===== src/rtl/il1_ahb_refill_pkg.sv =====
// Shared types and constants for the IL1 refill engine and its AHB-Lite master port.
// The wrap-index helper is also used by the DL1 refill path.
package il1_ahb_refill_pkg;

    localparam int IL1_LINE_WORDS = 8;

    typedef enum logic [1:0] {
        HTRANS_IDLE   = 2'b00,
        HTRANS_NONSEQ = 2'b10,
        HTRANS_SEQ    = 2'b11
    } htrans_t;

    localparam logic [2:0] HBURST_WRAP8 = 3'b100;
    localparam logic [2:0] HSIZE_WORD   = 3'b010;
    localparam logic       HRESP_OKAY   = 1'b0;
    localparam logic       HRESP_ERROR  = 1'b1;

    typedef enum logic [1:0] {
        RF_IDLE,
        RF_ADDR,
        RF_STREAM,
        RF_DONE
    } refill_state_t;

    // Word index of beat n of a WRAP8 burst starting at start_idx (wraps mod 8).
    function automatic logic [2:0] wrap_word_idx(input logic [2:0] start_idx,
                                                 input logic [2:0] beat);
        return start_idx + beat;
    endfunction

endpackage


===== src/rtl/il1_ahb_refill.sv =====
// IL1 miss refill engine: fetches one 8-word line with a critical-word-first
// AHB-Lite WRAP8 burst and streams every beat into the IL1 line buffer.
module il1_ahb_refill
    import il1_ahb_refill_pkg::*;
#(
    parameter int PC_LENGTH   = 32,
    parameter int INST_LENGTH = 32,
    parameter int LINE_WORDS  = IL1_LINE_WORDS
) (
    input  logic                          hclk,
    input  logic                          rst_n,
    input  logic                          refill_req,
    input  logic [PC_LENGTH-1:0]          refill_addr,
    output logic                          update,
    output logic [INST_LENGTH-1:0]        update_inst,
    output logic                          busy,
    output logic                          wr_en,
    output logic [$clog2(LINE_WORDS)-1:0] wr_word,
    output logic [INST_LENGTH-1:0]        wr_data,
    output logic                          line_done,
    output logic                          refill_err,
    output logic [PC_LENGTH-1:0]          haddr,
    output logic [1:0]                    htrans,
    output logic [2:0]                    hburst,
    output logic [2:0]                    hsize,
    output logic                          hwrite,
    input  logic                          hready,
    input  logic                          hresp,
    input  logic [INST_LENGTH-1:0]        hrdata
);

    if (LINE_WORDS != 8) begin : g_line_words_chk
        $error("il1_ahb_refill: LINE_WORDS must be 8 (WRAP8 burst)");
    end

    refill_state_t            state, state_nxt;
    logic [PC_LENGTH-1:2]     base_q, base_nxt;
    logic [3:0]               addr_cnt, addr_cnt_nxt;
    logic [2:0]               data_cnt, data_cnt_nxt;
    logic                     update_q, update_nxt;
    logic [INST_LENGTH-1:0]   inst_q, inst_nxt;
    htrans_t                  htrans_c;
    logic [PC_LENGTH-1:0]     haddr_c;
    logic                     wr_en_c, line_done_c, refill_err_c;
    logic                     unused_addr_lsbs;

    assign unused_addr_lsbs = ^refill_addr[1:0];

    always_ff @(posedge hclk or negedge rst_n) begin
        if (!rst_n) begin
            state    <= RF_IDLE;
            base_q   <= '0;
            addr_cnt <= '0;
            data_cnt <= '0;
            update_q <= 1'b0;
            inst_q   <= '0;
        end else begin
            state    <= state_nxt;
            base_q   <= base_nxt;
            addr_cnt <= addr_cnt_nxt;
            data_cnt <= data_cnt_nxt;
            update_q <= update_nxt;
            inst_q   <= inst_nxt;
        end
    end

    always_comb begin
        state_nxt    = state;
        base_nxt     = base_q;
        addr_cnt_nxt = addr_cnt;
        data_cnt_nxt = data_cnt;
        update_nxt   = update_q;
        inst_nxt     = inst_q;
        htrans_c     = HTRANS_IDLE;
        haddr_c      = '0;
        wr_en_c      = 1'b0;
        line_done_c  = 1'b0;
        refill_err_c = 1'b0;

        case (state)
            RF_IDLE: begin
                if (refill_req) begin
                    base_nxt  = refill_addr[PC_LENGTH-1:2];
                    state_nxt = RF_ADDR;
                end
            end
            RF_ADDR: begin
                htrans_c = HTRANS_NONSEQ;
                haddr_c  = {base_q[PC_LENGTH-1:5], base_q[4:2], 2'b00};
                if (hready) begin
                    addr_cnt_nxt = 4'd1;
                    data_cnt_nxt = 3'd0;
                    state_nxt    = RF_STREAM;
                end
            end
            RF_STREAM: begin
                // Address phase of beat addr_cnt overlaps data phase of beat data_cnt.
                if (addr_cnt < 4'd8) begin
                    htrans_c = HTRANS_SEQ;
                end
                haddr_c = {base_q[PC_LENGTH-1:5],
                           wrap_word_idx(base_q[4:2], addr_cnt[2:0]), 2'b00};
                if (hresp == HRESP_ERROR) begin
                    // Leaving on the first ERROR cycle drops htrans to IDLE for the second.
                    refill_err_c = 1'b1;
                    update_nxt   = 1'b0;
                    state_nxt    = RF_IDLE;
                end else if (hready) begin
                    wr_en_c      = 1'b1;
                    data_cnt_nxt = data_cnt + 3'd1;
                    if (addr_cnt < 4'd8) begin
                        addr_cnt_nxt = addr_cnt + 4'd1;
                    end
                    if (data_cnt == 3'd0) begin
                        update_nxt = 1'b1;
                        inst_nxt   = hrdata;
                    end
                    if (data_cnt == 3'd7) begin
                        update_nxt = 1'b0;
                        state_nxt  = RF_DONE;
                    end
                end
            end
            RF_DONE: begin
                line_done_c = 1'b1;
                state_nxt   = RF_IDLE;
            end
            default: state_nxt = RF_IDLE;
        endcase
    end

    assign update      = update_q;
    assign update_inst = inst_q;
    assign busy        = (state != RF_IDLE);
    assign wr_en       = wr_en_c;
    assign wr_word     = wrap_word_idx(base_q[4:2], data_cnt);
    assign wr_data     = hrdata;
    assign line_done   = line_done_c;
    assign refill_err  = refill_err_c;
    assign haddr       = haddr_c;
    assign htrans      = htrans_c;
    assign hburst      = HBURST_WRAP8;
    assign hsize       = HSIZE_WORD;
    assign hwrite      = 1'b0;

endmodule

===== config.mk =====
export PLATFORM = sky130hd
export DESIGN_NAME = il1_ahb_refill
export DESIGN_NICKNAME = d
export VERILOG_FILES = /design/src/rtl/il1_ahb_refill_pkg.sv /design/src/rtl/il1_ahb_refill.sv
export SDC_FILE = /design/constraint.sdc
export NUM_CORES = 1
export LEC_CHECK = 0
export BUFFER_PORTS_ARGS = -buffer_cell sky130_fd_sc_hd__buf_2
export CAP_MARGIN = 15
export CORE_MARGIN = 1
export CORE_UTILIZATION = 45
export DETAILED_ROUTE_END_ITERATION = 8
export HOLD_SLACK_MARGIN = 0.08
export PLACE_DENSITY_LB_ADDON = 0.2
export SETUP_SLACK_MARGIN = 0.1
export SLEW_MARGIN = 20
export SYNTH_ARGS = -nofsm -noshare
export SYNTH_HDL_FRONTEND = slang
export SYNTH_SLANG_ARGS = --single-unit

===== constraint.sdc =====
create_clock -name hclk -period 2 [get_ports hclk]
set_input_delay 0.4 -clock hclk [delete_from_list [all_inputs] [get_ports hclk]]
set_output_delay 0.4 -clock hclk [all_outputs]
set_load 0.1 [all_outputs]

==> results of run 1 <==
what timing repair did:
action / CTS / global route
cloned: 7 / 0
pin swaps: 22 / 9
resized for setup: 36 / 9
setup endpoints to repair: 69 / 72
setup buffers: 13 / 4
hold buffers: 1 / 0
endpoints found under the hold margin: 35 / 0
logic make-up (layout without fill, tap and decap cells):
logic type                 Yosys count  after routing
and+or+nand+nor                     54             54
other                                2              9
xor gates and xnor gates             3              3
buffers and inverters               62            225
adders and majority gates           13             13
AOI/OAI and AO/OA                   22             25
DFF                                 72             72
muxes                               64             64
worst reg2reg max path: stages, from the launching register on:
cell and delay (ps):
sky130_fd_sc_hd__dfrtp_1 400, sky130_fd_sc_hd__inv_2 120, sky130_fd_sc_hd__ha_4 180, sky130_fd_sc_hd__buf_6 130, sky130_fd_sc_hd__buf_6 100, sky130_fd_sc_hd__nand2_2 40, sky130_fd_sc_hd__or3_4 410, sky130_fd_sc_hd__buf_12 160
sky130_fd_sc_hd__buf_16 140, sky130_fd_sc_hd__mux2_4 300
worst paths after layout:
path | start | end | slack [ps] | cells past startpoint
max in group asynchronous | rst_n | base_q[4] | 850 | 3
worst min register to register | update_inst[30] | update_inst[30] | 500 | 1
worst max register to register | state[0] | update_inst[4] | -80 | 9
min in group asynchronous | rst_n | update_inst[13] | 560 | 2
worst max-delay path | addr_cnt[0] | haddr[4] | -370 | 6
worst min-delay path | refill_addr[20] | base_q[20] | 290 | 2
flip-flops by register name, summed over array words and instances, names as in the netlist:
signal       count
addr_cnt         4
base_q          30
data_cnt         3
state            2
update           1
update_inst     32
per-stage QoR:
| step | cells | setup TNS (ps) | setup slack [ps] | utilization, % |
|---|---|---|---|---|
| finish | 570 | -7010 | -373 | 70.6 |
| global route | 570 | -11370 | -450 | 70.6 |
| CTS | 567 | -7010 | -355 | 69.9 |
| detailed placement | 530 | -61.1 | -61.1 | 63.2 |
| global placement | 530 | -12.1 | -12.1 | 63.2 |
| floorplan | 299 | -1920 | -944 | - |
cell usage in the layout, fill, tap and decap left out, drive strengths merged:
master and count:
a211oi 1, a21oi 2, a221o 1, a22o 4, a22oi 2, a32o 1, a41oi 1, and2 27
and3b 2, and4bb 1, buf 197, clkbuf 13, clkinv 3, clkinvlp 2, conb 9, dfrtp 72
dlygate4sd3 1, fa 2, ha 11, inv 9, mux2 63, mux2i 1, nand2 9, nand2b 2
nand3 3, nand4b 1, nor2 4, nor2b 3, nor3 1, o211ai 1, o21a 5, o21ai 7
or3 1, xnor2 2, xor2 1
metal layers:
layer | wire length [microns] | vias to the layer above
met5 | 0 | -
met4 | 78 | 0
met3 | 578 | 7
met2 | 4600 | 101
met1 | 3670 | 1325
li1 | - | 1286
layout make-up:
class / count / area (sq um) / share of cell area (%)
clock inverters: 6 / 42.5 / 0.737
well taps: 105 / 131 / 2.28
inverters: 8 / 37.5 / 0.651
flip-flops and latches: 72 / 1800 / 31.3
multi-input cells: 168 / 1820 / 31.5
repair buffers: 201 / 1800 / 31.2
clock buffers: 10 / 138 / 2.39
==> qor.yml, run 1 <==
yosysTopAreaCell: "sky130_fd_sc_hd__dfrtp_1"
wirelength_microns: 8930
synth_adder_area_share_pct: 4.71
globalRouteTotalUtil_pct: 21.0
data_required_time_at_the_worst_endpoint_ps: 1600
final_critical_path_setup_slack_ps: -373
cp_cell_sequence: "ha_2 > fa_2 > xor2_2 > nand4b_1 > o211ai_1 > buf_12"
post-route-min-period_ps: 2370
synth_enable_flop_cells: 0
globalRouteMet3Util_pct: 5.28
vias_per_cell: 4.77
violations_in_the_final_reports: "negative setup slack"
grt-busiest-layer: "met2"
placed_area_sq_um: 5160
drc: 0
die_x_microns: 93.5
vias: 2719
filler_cell_count: 591
timing.critical_path.max_delay_family: "adder cells"
insertion_delay_of_the_later_clocked_pin_in_the_worst_skew_pair_ps: 340
worst_path_max_delay_cell: "sky130_fd_sc_hd__dfrtp_1"
numClockSinks: 72
crit_path_end_kind: "output port"
worst-path-buf-inv: 1
core_area_sq_um: 8180
clock-root-buffer: "sky130_fd_sc_hd__clkbuf_8"
met2_track_demand_over_resource_pct: 36.0
fp-row-count: 33
post-synth-top-count-cell: "sky130_fd_sc_hd__dfrtp_1"
yosysTopAreaCellShare_pct: 47.8
drt-wirelength-per-cell_microns: 15.7
synth_top_cells_by_area: "sky130_fd_sc_hd__dfrtp_1 (48%), sky130_fd_sc_hd__mux2_4 (12%), sky130_fd_sc_hd__mux2_2 (10%)"
antenna_found_initial: 0
worstHoldPathType: "primary input to flop"
worst_path_class_setup: "flop to output port"
rsz0062_at_grt: "true"
synth-async-reset-ratio_pct: 100
timing.max_cap.violations: 0
groute.layer.met1.usage_pct: 25.7
clock-skew-final_ps: 15.4
cp.arrival_ps: 1970
max_freq_mhz: 421
detailedPlacementHpwl_microns: 5740
io_buffer_count: 170
via_count_of_the_first_global_routing_pass: 2710
syn_area_per_cell_sq_um: 12.9
critPathLaunchType: "flop"
grt_first_pass_wirelength_microns: 13700
globalRoute.totalOverflow: 0
cts-buffers-inserted: 9
synthFlopType: "sky130_fd_sc_hd__dfrtp_1"
timing_max_transition_violations_final: 0
synth-seq-cells: 72
routability_cong: 0.789
areaGrowthSynthToFinish_pct: 53.1
grt_start_max_net_pins: 38
synth_common_cells: "sky130_fd_sc_hd__dfrtp_1 (72), sky130_fd_sc_hd__buf_4 (41), sky130_fd_sc_hd__mux2_2 (34)"
cts_htree_levels: 3
worst_path_max_fanout: 2
syn-instance-count: 292
post_synthesis_cell_area_sq_um: 3770
layout.nets: 542
synth-compound-area-share_pct: 4.08
final.hold.worst_slack_ps: 289
synthXorXnorAreaFrac_pct: 0.697
yosys.cell_types.count: 37
chip_height_microns: 93.5
die_area_sq_um: 8750
drt.antenna.violating_nets: 0
biggest_cell_delay_along_the_critical_path_ps: 400
clkSlewWorstSetupHoldPaths_ps: 80
drtIter0Drc: 52
post_synth_mux_area_share_pct: 22.0
diodes: 0
cts-root-to-sink-buffers: 2
floorplan.initialDensity_pct: 46.1
yosysWarnings: 0
run_status: "complete, but fails checks"
final-setup-viol-count: 60
hold_violations: 0
final_design_area_no_fill_sq_um: 5770
io_pins: 182
post_synth_and_or_nand_nor_area_fraction_pct: 8.53
tritoncts: "built"
synth_top_family_by_area: "multiplexers"
layout_worst_path_cycle_share_pct: 119
ys_seq_area_share_pct: 47.8
drtPass1Iterations: 6
drive_above_1_share_pct: 72.3
Power of run 1 is not shown: default switching activity piles up to over one toggle a cycle in this logic, so the estimate is an artifact.
==> inputs of run 2 (changes only) <==
--- a/config.mk
+++ b/config.mk
@@ -12,6 +12,7 @@
 export DETAILED_ROUTE_END_ITERATION = 8
 export HOLD_SLACK_MARGIN = 0.08
 export PLACE_DENSITY_LB_ADDON = 0.2
+export RECOVER_POWER = 25
 export SETUP_SLACK_MARGIN = 0.1
 export SLEW_MARGIN = 20
 export SYNTH_ARGS = -nofsm -noshare
==> qor.yml, run 2 (same netlist as run 1, synthesis figures left out) <==
run_status: "complete, but fails checks"
violations_in_the_final_reports: "negative setup slack"
hold_startpoint: "refill_addr[20]"
crit_start: "addr_cnt[0]"
route.top_layer_used: "met4"
cp_cell_sequence: "ha_2 > fa_2 > xor2_2 > nand4b_1 > o211ai_1 > buf_12"
globalRouteTotalUtil_pct: 21.0  # unchanged
drtIter0Drc: 49  # -5.8%
routability_cong: 0.789  # unchanged
io_buffer_count: 170  # unchanged
die_x_microns: 93.5  # unchanged
hold_violations: 0  # unchanged
areaGrowthSynthToFinish_pct: 52.7
globalRoute.totalOverflow: 0  # unchanged
ff_to_ff_setup_slack_ps: -80  # about the same
data_required_time_at_the_worst_endpoint_ps: 1600  # about the same
vias: 2735  # +0.59%
biggest_cell_delay_along_the_critical_path_ps: 400  # about the same
clock-skew-final_ps: 15.8  # +0.330 ps
crit_path_end_kind: "output port"
cts-buffers-inserted: 9  # unchanged
drtPass1Iterations: 6  # unchanged
dr_wl_met2_microns: 4650  # +0.98%
insertion_delay_of_the_later_clocked_pin_in_the_worst_skew_pair_ps: 340  # about the same
worstHoldPathType: "primary input to flop"
worst_path_max_delay_cell: "sky130_fd_sc_hd__dfrtp_1"
tightest_slew_ps: 874
die_area_sq_um: 8750  # unchanged
vias_per_cell: 4.80  # +0.59%
drt-wirelength-per-cell_microns: 15.7  # about the same
commonest_non_fill_non_tap_cell_in_the_layout: "sky130_fd_sc_hd__buf_2"
fp-row-count: 33  # unchanged
grt_first_pass_wirelength_microns: 13700  # unchanged
finish.cell_count_without_fillers: 570  # unchanged
clock-root-buffer: "sky130_fd_sc_hd__clkbuf_8"
worst_path_class_setup: "flop to output port"
clkSlewWorstSetupHoldPaths_ps: 80  # about the same
max_freq_mhz: 421  # about the same
post-route-min-period_ps: 2370  # +0.221 ps
cts-root-to-sink-buffers: 2  # unchanged
m1WireLength_microns: 3620  # -1.5%
detailroute.wirelength.met3_microns: 578  # unchanged
wirelength_microns: 8930  # about the same
mostFrequentLayoutCells: "sky130_fd_sc_hd__buf_2 (130), sky130_fd_sc_hd__dfrtp_1 (70), sky130_fd_sc_hd__buf_12 (39), sky130_fd_sc_hd__mux2_4 (32), sky130_fd_sc_hd__mux2_2 (31)"
final_critical_path_setup_slack_ps: -373  # -0.221 ps
via_count_of_the_first_global_routing_pass: 2710  # unchanged
drive_above_1_share_pct: 72.3  # unchanged
drc: 0  # unchanged
timing.max_cap.violations: 0  # unchanged
detailedPlacementHpwl_microns: 5740  # unchanged
diodes: 0  # unchanged
drt.antenna.violating_nets: 0  # unchanged
worstReg2RegEnd: "update_inst[14]"
largest_reg_flops: 32  # unchanged
grt_start_max_net_pins: 38  # unchanged
worst_r2r_startpoint: "state[0]"
critPathLaunchType: "flop"
numClockSinks: 72  # unchanged
tritoncts: "built"
antenna_found_initial: 0  # unchanged
cp.arrival_ps: 1970  # about the same
timing_max_transition_violations_final: 0  # unchanged
floorplan.initialDensity_pct: 46.1  # unchanged
timing.reg2reg.worst_path_depth: 9  # unchanged
filler_cell_count: 594  # +0.51%
slew-limit-headroom_pct: 41.7
timing.critical_path.to: "haddr[4]"
worst_path_max_fanout: 2  # unchanged
dpl.cell_count: 530  # unchanged
layout.nets: 542  # unchanged
worstHoldPathCells: 2  # unchanged
cts_htree_levels: 3  # unchanged
core_area_sq_um: 8180  # unchanged
layout_worst_path_cycle_share_pct: 119  # about the same
final-setup-viol-count: 60  # unchanged
chip_height_microns: 93.5  # unchanged
io_pins: 182  # unchanged
rsz0062_at_grt: "true"
## run 2: repair_timing
action,in CTS,in global routing
hold buffers,1,0
pin swaps,22,9
endpoints found under the setup margin,69,72
resized for setup,36,9
cloned,7,0
buffers inserted,13,4
hold endpoints to repair,35,0
## run 2: worst min-delay path by stage
stage | end | slack (ps)
3_3_place_gp | update_inst[13] | 390
3_5_place_dp | update_inst[13] | 390
4_1_cts | base_q[20] | 270
5_1_grt | base_q[20] | 280
2_1_floorplan | addr_cnt[0] | 100
6_report | base_q[20] | 290
## run 2: final cells by class
type	instances	area [sq um]	share of cell area, %
clock buffer	10	138	2.39
clock inverter	6	42.5	0.739
inverter	8	37.5	0.652
multi-input combinational	168	1820	31.6
sequential	72	1800	31.4
tap	105	131	2.28
timing repair buffer	201	1790	31.0
## run 2: metal layers
layer | global-route usage (%) | vias up
li1 | - | 1285
met5 | 0 | -
met2 | 36.0 | 101
met1 | 25.7 | 1340
met4 | 6.92 | 0
met3 | 5.28 | 9
## run 2: per-stage QoR
| stage | util [%] | setup TNS, ps | area [sq um] | setup WS [ps] | hold WS (ps) |
|---|---|---|---|---|---|
| detailed placement | 63.2 | -61.1 | 5160 | -61.1 | 391 |
| floorplan | - | -1920 | 3960 | -944 | 104 |
| global route | 70.4 | -12120 | 5750 | -450 | 277 |
| global placement | 63.2 | -12.1 | 5160 | -12.1 | 393 |
| finish | 70.4 | -6880 | 5750 | -373 | 290 |
| CTS | 69.9 | -7010 | 5720 | -355 | 270 |
## run 2: critical path: cells and delay by family (launching register included)
family | cells | cell delay, ps
DFF | 1 | 400
buffers and inverters | 1 | 220
adders and majority gates | 2 | 550
xor gates and xnor gates | 1 | 170
AOI/OAI and AO/OA | 1 | 180
and+or+nand+nor | 1 | 110
Power of run 2 is left out for the same reason.
